**config.mk**
```make
export PLATFORM = sky130hd
export DESIGN_NAME = imm_gen_pipe
export DESIGN_NICKNAME = d
export VERILOG_FILES = /design/src/rtl/imm_gen_pipe_pkg.sv /design/src/rtl/imm_gen_pipe_decode.sv /design/src/rtl/imm_gen_pipe.sv
export SDC_FILE = /design/constraint.sdc
export NUM_CORES = 1
export LEC_CHECK = 0
export CORE_ASPECT_RATIO = 0.8
export CORE_MARGIN = 5
export CORE_UTILIZATION = 55
export DETAILED_ROUTE_END_ITERATION = 7
export DONT_BUFFER_PORTS = 1
export GPL_ROUTABILITY_DRIVEN = 0
export PLACE_DENSITY = 0.71
export SLEW_MARGIN = 10
export SYNTH_ARGS = -nofsm -noshare
export SYNTH_HDL_FRONTEND = slang
export SYNTH_SLANG_ARGS = --single-unit
```
**constraint.sdc**
```tcl
create_clock -name clk_i -period 1.54 [get_ports clk_i]
set_clock_uncertainty 0.1 [all_clocks]
set_input_delay 0.154 -clock clk_i [delete_from_list [all_inputs] [get_ports clk_i]]
set_output_delay 0.154 -clock clk_i [all_outputs]
set_load 0.03 [all_outputs]
```
**src/rtl/imm_gen_pipe_pkg.sv**
```systemverilog
// Shared opcode constants and format codes for the ID-stage immediate generator.
package imm_gen_pipe_pkg;

    localparam logic [6:0] R_TYPE      = 7'b0110011;
    localparam logic [6:0] I_TYPE      = 7'b0010011;
    localparam logic [6:0] LOAD_TYPE   = 7'b0000011;
    localparam logic [6:0] STORE_TYPE  = 7'b0100011;
    localparam logic [6:0] BRANCH_TYPE = 7'b1100011;
    localparam logic [6:0] JALR_TYPE   = 7'b1100111;
    localparam logic [6:0] LUI_TYPE    = 7'b0110111;
    localparam logic [6:0] AUIPC_TYPE  = 7'b0010111;
    localparam logic [6:0] JAL_TYPE    = 7'b1101111;

    typedef enum logic [2:0] {
        FMT_NONE = 3'd0,
        FMT_I    = 3'd1,
        FMT_S    = 3'd2,
        FMT_B    = 3'd3,
        FMT_U    = 3'd4,
        FMT_J    = 3'd5
    } fmt_e;

endpackage

```
**src/rtl/imm_gen_pipe_decode.sv**
```systemverilog
// Combinational immediate decoder: opcode -> format, sign-extended immediate, illegal flag.
module imm_decode
    import imm_gen_pipe_pkg::*;
#(
    parameter int unsigned XLEN     = 32,
    parameter bit          SHIFT_BJ = 1'b1
) (
    input  logic [31:0]     instr_i,
    output logic [XLEN-1:0] imm_o,
    output logic [2:0]      fmt_o,
    output logic            illegal_o
);

    fmt_e fmt;

    always_comb begin
        imm_o     = '0;
        fmt       = FMT_NONE;
        illegal_o = 1'b0;
        case (instr_i[6:0])
            I_TYPE, LOAD_TYPE, JALR_TYPE: begin
                fmt   = FMT_I;
                imm_o = XLEN'($signed(instr_i[31:20]));
            end
            STORE_TYPE: begin
                fmt   = FMT_S;
                imm_o = XLEN'($signed({instr_i[31:25], instr_i[11:7]}));
            end
            BRANCH_TYPE: begin
                fmt = FMT_B;
                if (SHIFT_BJ)
                    imm_o = XLEN'($signed({instr_i[31], instr_i[7], instr_i[30:25],
                                           instr_i[11:8], 1'b0}));
                else
                    imm_o = XLEN'($signed({instr_i[31], instr_i[7], instr_i[30:25],
                                           instr_i[11:8]}));
            end
            LUI_TYPE, AUIPC_TYPE: begin
                fmt   = FMT_U;
                imm_o = XLEN'($signed({instr_i[31:12], 12'b0}));
            end
            JAL_TYPE: begin
                fmt = FMT_J;
                if (SHIFT_BJ)
                    imm_o = XLEN'($signed({instr_i[31], instr_i[19:12], instr_i[20],
                                           instr_i[30:21], 1'b0}));
                else
                    imm_o = XLEN'($signed({instr_i[31], instr_i[19:12], instr_i[20],
                                           instr_i[30:21]}));
            end
            R_TYPE: fmt = FMT_NONE;
            default: illegal_o = 1'b1;
        endcase
    end

    assign fmt_o = fmt;

endmodule

```
**src/rtl/imm_gen_pipe.sv**
```systemverilog
// Pipelined immediate generator: decoder at the input, output register plus one
// skid entry so ready_o is purely registered and the stream never drops a result.
module imm_gen_pipe
    import imm_gen_pipe_pkg::*;
#(
    parameter int unsigned XLEN     = 32,
    parameter bit          SHIFT_BJ = 1'b1
) (
    input  logic            clk_i,
    input  logic            rst_i,
    input  logic            valid_i,
    output logic            ready_o,
    input  logic [31:0]     instr_i,
    output logic            valid_o,
    input  logic            ready_i,
    output logic [XLEN-1:0] imm_o,
    output logic [2:0]      fmt_o,
    output logic            illegal_o
);

    logic [XLEN-1:0] dec_imm;
    logic [2:0]      dec_fmt;
    logic            dec_ill;

    imm_decode #(
        .XLEN    (XLEN),
        .SHIFT_BJ(SHIFT_BJ)
    ) u_decode (
        .instr_i  (instr_i),
        .imm_o    (dec_imm),
        .fmt_o    (dec_fmt),
        .illegal_o(dec_ill)
    );

    logic            out_valid_q, out_valid_d;
    logic [XLEN-1:0] out_imm_q,   out_imm_d;
    logic [2:0]      out_fmt_q,   out_fmt_d;
    logic            out_ill_q,   out_ill_d;
    logic            skid_valid_q, skid_valid_d;
    logic [XLEN-1:0] skid_imm_q,  skid_imm_d;
    logic [2:0]      skid_fmt_q,  skid_fmt_d;
    logic            skid_ill_q,  skid_ill_d;

    logic accept;
    logic fire;

    assign accept = valid_i & ~skid_valid_q;
    assign fire   = out_valid_q & ready_i;

    always_comb begin
        out_valid_d  = out_valid_q;
        out_imm_d    = out_imm_q;
        out_fmt_d    = out_fmt_q;
        out_ill_d    = out_ill_q;
        skid_valid_d = skid_valid_q;
        skid_imm_d   = skid_imm_q;
        skid_fmt_d   = skid_fmt_q;
        skid_ill_d   = skid_ill_q;
        // A full skid entry implies ready_o=0, so no accept can coincide with its drain.
        if (!out_valid_q || fire) begin
            if (skid_valid_q) begin
                out_valid_d  = 1'b1;
                out_imm_d    = skid_imm_q;
                out_fmt_d    = skid_fmt_q;
                out_ill_d    = skid_ill_q;
                skid_valid_d = 1'b0;
            end else if (accept) begin
                out_valid_d = 1'b1;
                out_imm_d   = dec_imm;
                out_fmt_d   = dec_fmt;
                out_ill_d   = dec_ill;
            end else begin
                out_valid_d = 1'b0;
            end
        end else if (accept) begin
            skid_valid_d = 1'b1;
            skid_imm_d   = dec_imm;
            skid_fmt_d   = dec_fmt;
            skid_ill_d   = dec_ill;
        end
    end

    always_ff @(posedge clk_i) begin
        if (rst_i) begin
            out_valid_q  <= 1'b0;
            out_imm_q    <= '0;
            out_fmt_q    <= '0;
            out_ill_q    <= 1'b0;
            skid_valid_q <= 1'b0;
            skid_imm_q   <= '0;
            skid_fmt_q   <= '0;
            skid_ill_q   <= 1'b0;
        end else begin
            out_valid_q  <= out_valid_d;
            out_imm_q    <= out_imm_d;
            out_fmt_q    <= out_fmt_d;
            out_ill_q    <= out_ill_d;
            skid_valid_q <= skid_valid_d;
            skid_imm_q   <= skid_imm_d;
            skid_fmt_q   <= skid_fmt_d;
            skid_ill_q   <= skid_ill_d;
        end
    end

    assign ready_o   = ~skid_valid_q;
    assign valid_o   = out_valid_q;
    assign imm_o     = out_imm_q;
    assign fmt_o     = out_fmt_q;
    assign illegal_o = out_ill_q;

endmodule

```
==> results of run 1 <==
==> critical path: cells and delay by family (launching register included) <==
| kind | cells | cell delay [ps] |
|---|---|---|
| AO/OA/AOI/OAI | 1 | 100 |
| AND/OR/NAND/NOR | 4 | 920 |
| flip-flops | 1 | 330 |
==> Yosys cell counts, types with 4 or more instances <==
| master | instances |
|---|---|
| clkbuf_1 | 19 |
| nand2_1 | 51 |
| nor2_1 | 42 |
| buf_2 | 4 |
| a21o_1 | 11 |
| a221oi_1 | 5 |
| nor3_2 | 7 |
| dfxtp_1 | 74 |
| a22oi_1 | 4 |
| o21ai_0 | 26 |
| buf_4 | 4 |
| a31oi_1 | 6 |
| a221oi_2 | 9 |
| nor3_1 | 13 |
| a211oi_1 | 29 |
| nand3_1 | 10 |
| a21oi_1 | 27 |
==> kinds of logic after synthesis <==
| logic type | after synthesis | synth area share |
|---|---|---|
| compound gates | 128 | 0.284 |
| buf+inv | 33 | 0.0458 |
| flops | 74 | 0.448 |
| mux | 2 | 0.00757 |
| simple gates | 140 | 0.214 |
==> worst max-delay path by stage <==
stage / endpoint / cells after the start / slack, ps
final: fmt_o[0] / 5 / -50
after global routing: fmt_o[0] / 5 / -140
after CTS: imm_o[1] / 6 / 10
after detailed placement: skid_imm_q[27] / 4 / -280
after global placement: skid_imm_q[26] / 4 / -220
after floorplan: skid_imm_q[1] / 5 / -6
==> routing by layer <==
metal	wire length, um	part of all wire
met5	0	0
met4	221	0.022
met3	1090	0.11
met2	4580	0.46
met1	4070	0.41
==> repair_timing <==
item,CTS,global route
setup buffers,0,6
pin swaps,0,7
endpoints found under the hold margin,68,57
hold buffers,16,1
cloned,0,4
resized for setup,8,23
endpoints found under the setup margin,26,44
==> report_power, final <==
part | total [mW] | internal [mW] | switching [mW]
sequential | 2.04 | 1.98 | 0.0579
clock | 1.67 | 0.951 | 0.715
combinational | 0.575 | 0.259 | 0.315
total | 4.28 | 3.19 | 1.09
==> state kept, by name, indices dropped and copies added (netlist names) <==
register	count
skid_ill_q	1
valid_o	1
fmt_o	3
skid_imm_q	32
skid_fmt_q	3
skid_valid_q	1
illegal_o	1
imm_o	32
==> cell type report <==
type / instances / area (sq um) / share of cell area
Multi-Input combinational cell: 270 / 1760 / 0.412
Clock inverter: 5 / 77.6 / 0.0181
Timing Repair Buffer: 71 / 692 / 0.162
Inverter: 4 / 16.3 / 0.00381
Sequential cell: 74 / 1490 / 0.348
Clock buffer: 11 / 141 / 0.0331
Tap cell: 81 / 101 / 0.0237
==> through the flow <==
| stage | setup WS, ps | cells | power, mW |
|---|---|---|---|
| 3_3_place_gp | -222 | 474 | 2.53 |
| 6_report | -45.0 | 516 | 4.28 |
| 5_1_grt | -140 | 516 | 4.46 |
| 3_5_place_dp | -281 | 474 | 2.54 |
| 4_1_cts | 13.5 | 506 | 4.22 |
| 2_1_floorplan | -6.47 | 377 | 2.42 |
==> flow_summary.yaml, run 1 <==
global_route:
  gr-usage-met1: 0.315
  grtUsageMet3: 0.0939
  grt_pass1_wl_mm: 15.2
  first_global_vias: 2970
  grt.busiest_layer: "met2"
  track_usage: 0.245
  grt_max_degree: 67
  use_met2: 0.386
  gr-total-overflow: 0
  antenna_found_initial: 0
finish:
  fin_area_sq_um: 4270
  nets: 466
  final_util: 0.727
  layout_commonest_cell: "dfxtp_1"
  n_fill_cell: 463
  antenna_cells: 0
  drive_above_1_share: 0.255
  mostFrequentLayoutCells: "dfxtp_1, nand2_1, buf_4"
  syn2layout_area_growth_pct: 29.4
worst_setup_path:
  cp.required_ps: 1670
  cp-end-kind: "flip-flop"
  critPathMaxStageDelay_ps: 420
  critPathLaunchType: "flip-flop"
  ff2ff_path_depth: 5
  r2r_end: "fmt_o[0]"
  path_cells: "and2b_1 -> nor2_2 -> nor2_2 -> nand2_1 -> o41ai_1"
  cp_common_cell: "nor2_2"
  reg2reg_slack_ps: -50
  cp_slowest_cell: "nor2_2"
  rr_startpoint: "valid_o"
  crit_arrival_ps: 1720
  startpoint: "valid_o"
  crit_fanout: 12
  crit_type: "reg -> reg"
drt:
  drc: 0
  drt-initial-drc-count: 367
  viasPerCell: 6.21
  vias: 3206
  dr.pass1.iters: 5
  wl_per_cell_um: 19.3
  drtAntennaViolNets: 0
  drt_wl_total_mm: 9.96
timing:
  rsz0062_at_grt: "yes"
  fin_crit_sh: 1.03
  min_period_ps: 1590
  setup_ws_ps: -45.0
  relSlewSlack: 0.634
  worstMarginPinSlew_ps: 549
  finalSetupTns_ps: -122
  max_clock_freq_mhz: 631
  finalHoldViolCount: 56
  hold_slack_ps: -236
  slew_viol_final: 0
  setup_viol: 7
worst_hold_path:
  hold_class: "in -> reg"
  hold_start: "rst_i"
  min_path_cells: 1
  whs_endpoint: "skid_imm_q[10]"
floorplan:
  die_w_um: 96.6
  die_y_um: 79.3
  die-area_sq_um: 7670
  initial_core_util: 0.562
  io_pins: 74
  std_cell_rows: 25
  fp.coreArea_sq_um: 5880
clock_network:
  cts_tree: "yes"
  cts-buffers-inserted: 9
  clk_latency_ps: 350
  htree_levels: 3
  clk_transition_reported_paths_ps: 80
  ctsRootBufferMaster: "clkbuf_8"
  clockBufferDepth: 2
  tritoncts_num_sinks: 74
run_status:
  status: "complete, but fails checks"
  violations: "negative hold slack, negative setup slack"
power:
  p_leak_nw: 1.61
  power.density_nw_per_um2: 1000
  peakVddDrop_uv: 620
yosys:
  synthDistinctLibCells: 47
  netlist_instances: 377
  synth_top_area_cell: "dfxtp_1"
  syn_area_sq_um: 3300
  synth_seq_cells: 74
  yosys_warnings: 0
  ys_seq_area_frac: 0.448
  async_flop_share: 0
  syn_nets: 413
  yosysTopAreaCellShare: 0.448
  ys.flop_type: "dfxtp_1"
  synth_edf_count: 0
  avgSynthCellArea_sq_um: 8.76
  synthTopCellsByArea: "dfxtp_1, a211oi_1, nand2_1"
run:
  drv_cap: 0
place:
  dpl_cell_area_sq_um: 3650
  dp_hpwl_mm: 6.06
  port_buffers: 0
Note: power is estimated with default switching activity, not from simulation.
==> inputs of run 2 (changes only) <==
CTS_CLUSTER_DIAMETER = 120   (was unset)
PLACE_DENSITY = 0.68   (was 0.71)
clock period = 1.8 ns   (was 1.54 ns; I/O delays follow)
==> run 2 against run 1 <==
The flow now finishes without violations; final area fell by 6.1%; count of clock-buffer cells in the layout stayed put; first-iteration DRC count shrank 25%; largest cell class unchanged.
==> flow_summary.yaml, run 2 (synthesized netlist as in run 1, its figures left out) <==
finish:
  mostFrequentLayoutCells: "dfxtp_1, nand2_1, nor2_1"
  drive_above_1_share: 0.162
  syn2layout_area_growth_pct: 21.4
  layout_commonest_cell: "dfxtp_1"
  nets: 446
  final_util: 0.682
  antenna_cells: 0
worst_setup_path:
  rr_startpoint: "skid_valid_q"
  setup.worst_path.end: "imm_o[12]"
  cp-end-kind: "flip-flop"
  r2r_end: "imm_o[12]"
  critPathMaxStageDelay_ps: 430
  crit_type: "reg -> reg"
  startpoint: "skid_valid_q"
  critPathLaunchType: "flip-flop"
  cp_slowest_cell: "dfxtp_1"
  cp.required_ps: 1950
  path_cells: "nor2_1 -> nor2_1 -> buf_4 -> o21ai_0 -> a221oi_1"
  crit_arrival_ps: 1830
  ff2ff_path_depth: 5
  cp_common_cell: "nor2_1"
  reg2reg_slack_ps: 120
  crit_fanout: 20
global_route:
  gr-total-overflow: 0
  antenna_found_initial: 0
  first_global_vias: 2817
  track_usage: 0.238
  grt_max_degree: 59
  grt_pass1_wl_mm: 14.5
floorplan:
  die_w_um: 96.6
  die_y_um: 79.3
  initial_core_util: 0.562
  io_pins: 74
  fp.coreArea_sq_um: 5880
  die-area_sq_um: 7670
  std_cell_rows: 25
clock_network:
  clk_latency_ps: 350
  cts-buffers-inserted: 9
  clockBufferDepth: 2
  post_cts_buffers: 0
  clk_transition_reported_paths_ps: 80
  cts_tree: "yes"
  htree_levels: 3
  tritoncts_num_sinks: 74
  ctsRootBufferMaster: "clkbuf_8"
timing:
  setup_ws_ps: 123
  slew_viol_final: 0
  worstMarginPinSlew_ps: 879
  finalSetupTns_ps: 0
  relSlewSlack: 0.414
  min_period_ps: 1680
  max_clock_freq_mhz: 596
  rsz0062_at_grt: "no"
  finalHoldViolCount: 0
  fin_crit_sh: 0.932
  setup_viol: 0
place:
  place_ws_ps: 23.2
  dp_hpwl_mm: 5.70
  port_buffers: 0
drt:
  dr.pass1.iters: 5
  wl_per_cell_um: 18.1
  drt_wl_total_mm: 8.94
  drt-initial-drc-count: 276
  viasPerCell: 6.09
  drc: 0
  vias: 3013
  drtAntennaViolNets: 0
run_status:
  status: "finished clean"
run:
  drv_cap: 0
power:
  power.density_nw_per_um2: 940
  p_leak_nw: 1.47
  peakVddDrop_uv: 660
worst_hold_path:
  hold_class: "in -> reg"
run 2: layer usage:
metal	track usage	routed length, um	up-vias
met4	0.0771	142	0
li1	-	-	1441
met3	0.0966	840	14
met5	0	0	-
met1	0.315	3870	1428
met2	0.353	4090	130
run 2: how the worst min path moves through the flow:
stage                      from             end  slack [ps]  depth (start not counted)
finish                    rst_i        imm_o[0]          20                          3
global route         instr_i[7]   skid_imm_q[0]          20                          3
CTS                 instr_i[22]        imm_o[2]           2                          2
detailed placement        rst_i        imm_o[9]         160                          1
global placement          rst_i   skid_imm_q[5]         160                          1
floorplan           instr_i[31]  skid_imm_q[31]         230                          2
run 2: repair_timing:
item                                    4_1_cts  5_1_grt
gates resized for setup                       0        2
endpoints found under the setup margin        0       13
hold endpoints to repair                     62        1
hold buffers                                 29        1
run 2: critical path: cells and delay by family, from the launching register on:
kind / cells / cell delay, ps
DFF: 1 / 430
buffers and inverters: 1 / 300
and+or+nand+nor: 2 / 290
AOI/OAI and AO/OA: 2 / 460
run 2: layout make-up:
cell class	count	area (sq um)
clock inverter	4	98.8
timing repair buffer	51	488
sequential	74	1480
multi-input combinational	270	1680
fill	501	1870
inverter	4	15.0
tap	81	101
clock buffer	11	151
run 2: per-stage QoR:
| step | hold slack (ps) | instance area (sq um) | power [mW] | std cells |
|---|---|---|---|---|
| finish | 15.9 | 4010 | 3.77 | 495 |
| global route | 16.4 | 4010 | 3.93 | 495 |
| CTS | 1.55 | 4000 | 3.79 | 494 |
| detailed placement | 156 | 3440 | 2.12 | 450 |
| global placement | 156 | 3440 | 2.12 | 450 |
| floorplan | 227 | 3300 | 2.06 | 377 |
run 2: where the power goes:
group / total [mW] / internal (mW) / switching (mW)
logic: 0.379 / 0.165 / 0.214
registers: 1.80 / 1.70 / 0.101
clock network: 1.59 / 0.991 / 0.602
==> inputs of run 3 (changes only) <==
MAX_ROUTING_LAYER = met4   (was unset)
SKIP_LAST_GASP = 1   (was unset)
==> run 3 against run 2 <==
Final area down 0.25%; sequential power about the same; count of clock-buffer cells in the layout unchanged; total power is essentially flat; non-clock buffer count shrank 1; critical path depth stayed put; combinational power hardly changed.
==> flow_summary.yaml, run 3 (synthesized netlist as in run 1, its figures left out) <==
timing:
  setup_ws_ps: 157
  hold_slack_ps: 11.8
  max_clock_freq_mhz: 609
  min_period_ps: 1640
  fin_crit_sh: 0.913
  slew_viol_final: 0
  rsz0062_at_grt: "no"
  worstMarginPinSlew_ps: 889
  relSlewSlack: 0.407
  finalHoldViolCount: 0
  finalSetupTns_ps: 0
  setup_viol: 0
floorplan:
  die_w_um: 96.6
  die-area_sq_um: 7670
  fp.coreArea_sq_um: 5880
  die_y_um: 79.3
  io_pins: 74
  initial_core_util: 0.562
  std_cell_rows: 25
clock_network:
  htree_levels: 3
  clk_latency_ps: 350
  tritoncts_num_sinks: 74
  clk_transition_reported_paths_ps: 80
  cts_tree: "yes"
  cts-buffers-inserted: 9
  ctsRootBufferMaster: "clkbuf_8"
  clockBufferDepth: 2
worst_setup_path:
  cp-end-kind: "flip-flop"
  startpoint: "valid_o"
  rr_startpoint: "valid_o"
  reg2reg_slack_ps: 160
  cp.required_ps: 1960
  crit_fanout: 20
  crit_arrival_ps: 1800
  critPathLaunchType: "flip-flop"
  crit_type: "reg -> reg"
finish:
  syn2layout_area_growth_pct: 21.1
  stdcell_count: 494
  layout_commonest_cell: "dfxtp_1"
  mostFrequentLayoutCells: "dfxtp_1, nand2_1, nor2_1"
  nets: 445
  drive_above_1_share: 0.162
  antenna_cells: 0
global_route:
  grt_pass1_wl_mm: 14.5
  track_usage: 0.244
  first_global_vias: 2817
  gr-total-overflow: 0
  antenna_found_initial: 0
  grt_max_degree: 59
worst_hold_path:
  hold_class: "in -> reg"
  hold_start: "instr_i[22]"
place:
  placed_cells: 450
  dp_hpwl_mm: 5.70
  place_ws_ps: 23.2
  port_buffers: 0
drt:
  viasPerCell: 6.04
  drt_wl_total_mm: 8.92
  wl_per_cell_um: 18.1
  drc: 0
  drt-initial-drc-count: 247
  drtAntennaViolNets: 0
  dr.pass1.iters: 5
  vias: 2983
power:
  power.density_nw_per_um2: 941
  peakVddDrop_uv: 664
  finalPower_mw: 3.77
  p_leak_nw: 1.46
run:
  drv_cap: 0
run_status:
  status: "finished clean"
## run 3: layout make-up
class	instances	area [sq um]
fillers	502	1880
multi-input cells	270	1680
flip-flops and latches	74	1480
repair buffers	50	478
clock buffers	11	151
well taps	81	101
clock inverters	4	98.8
inverters	4	15.0
## run 3: timing repair
action                     CTS  global route
setup endpoints to repair    0            13
hold buffers                29             0
resized for setup            0             2
hold endpoints to repair    62             0
setup buffers                0             0
## run 3: worst paths after layout
kind / to / cells past startpoint
max: imm_o[12] / 5
max reg2reg: imm_o[12] / 5
min: imm_o[2] / 2
min reg2reg: skid_imm_q[31] / 2
## run 3: per-stage QoR
| step | area [sq um] | util |
|---|---|---|
| final | 4000 | 0.680 |
| after global routing | 4000 | 0.680 |
| after CTS | 4000 | 0.680 |
| after detailed placement | 3440 | 0.585 |
| after global placement | 3440 | 0.585 |
| after floorplan | 3300 | - |
## run 3: critical path, stage by stage (launching register included)
cell      delay, ps
dfxtp_1         340
and2b_1         200
nor2_1          180
buf_4           300
o21ai_0         160
a221oi_1        270
## run 3: report_power, final
| group | switching, mW | internal, mW | leakage [nW] |
|---|---|---|---|
| logic | 0.213 | 0.164 | 0.734 |
| registers | 0.101 | 1.70 | 0.602 |
| clock network | 0.601 | 0.991 | 0.126 |
## run 3: layer usage
| metal | GRT usage | wire length (um) | vias to the layer above |
|---|---|---|---|
| met5 | - | 0 | - |
| met3 | 0.0834 | 740 | 14 |
| met1 | 0.320 | 4020 | 1407 |
| met4 | 0.0813 | 142 | 0 |
| li1 | - | - | 1431 |
| met2 | 0.353 | 4020 | 131 |
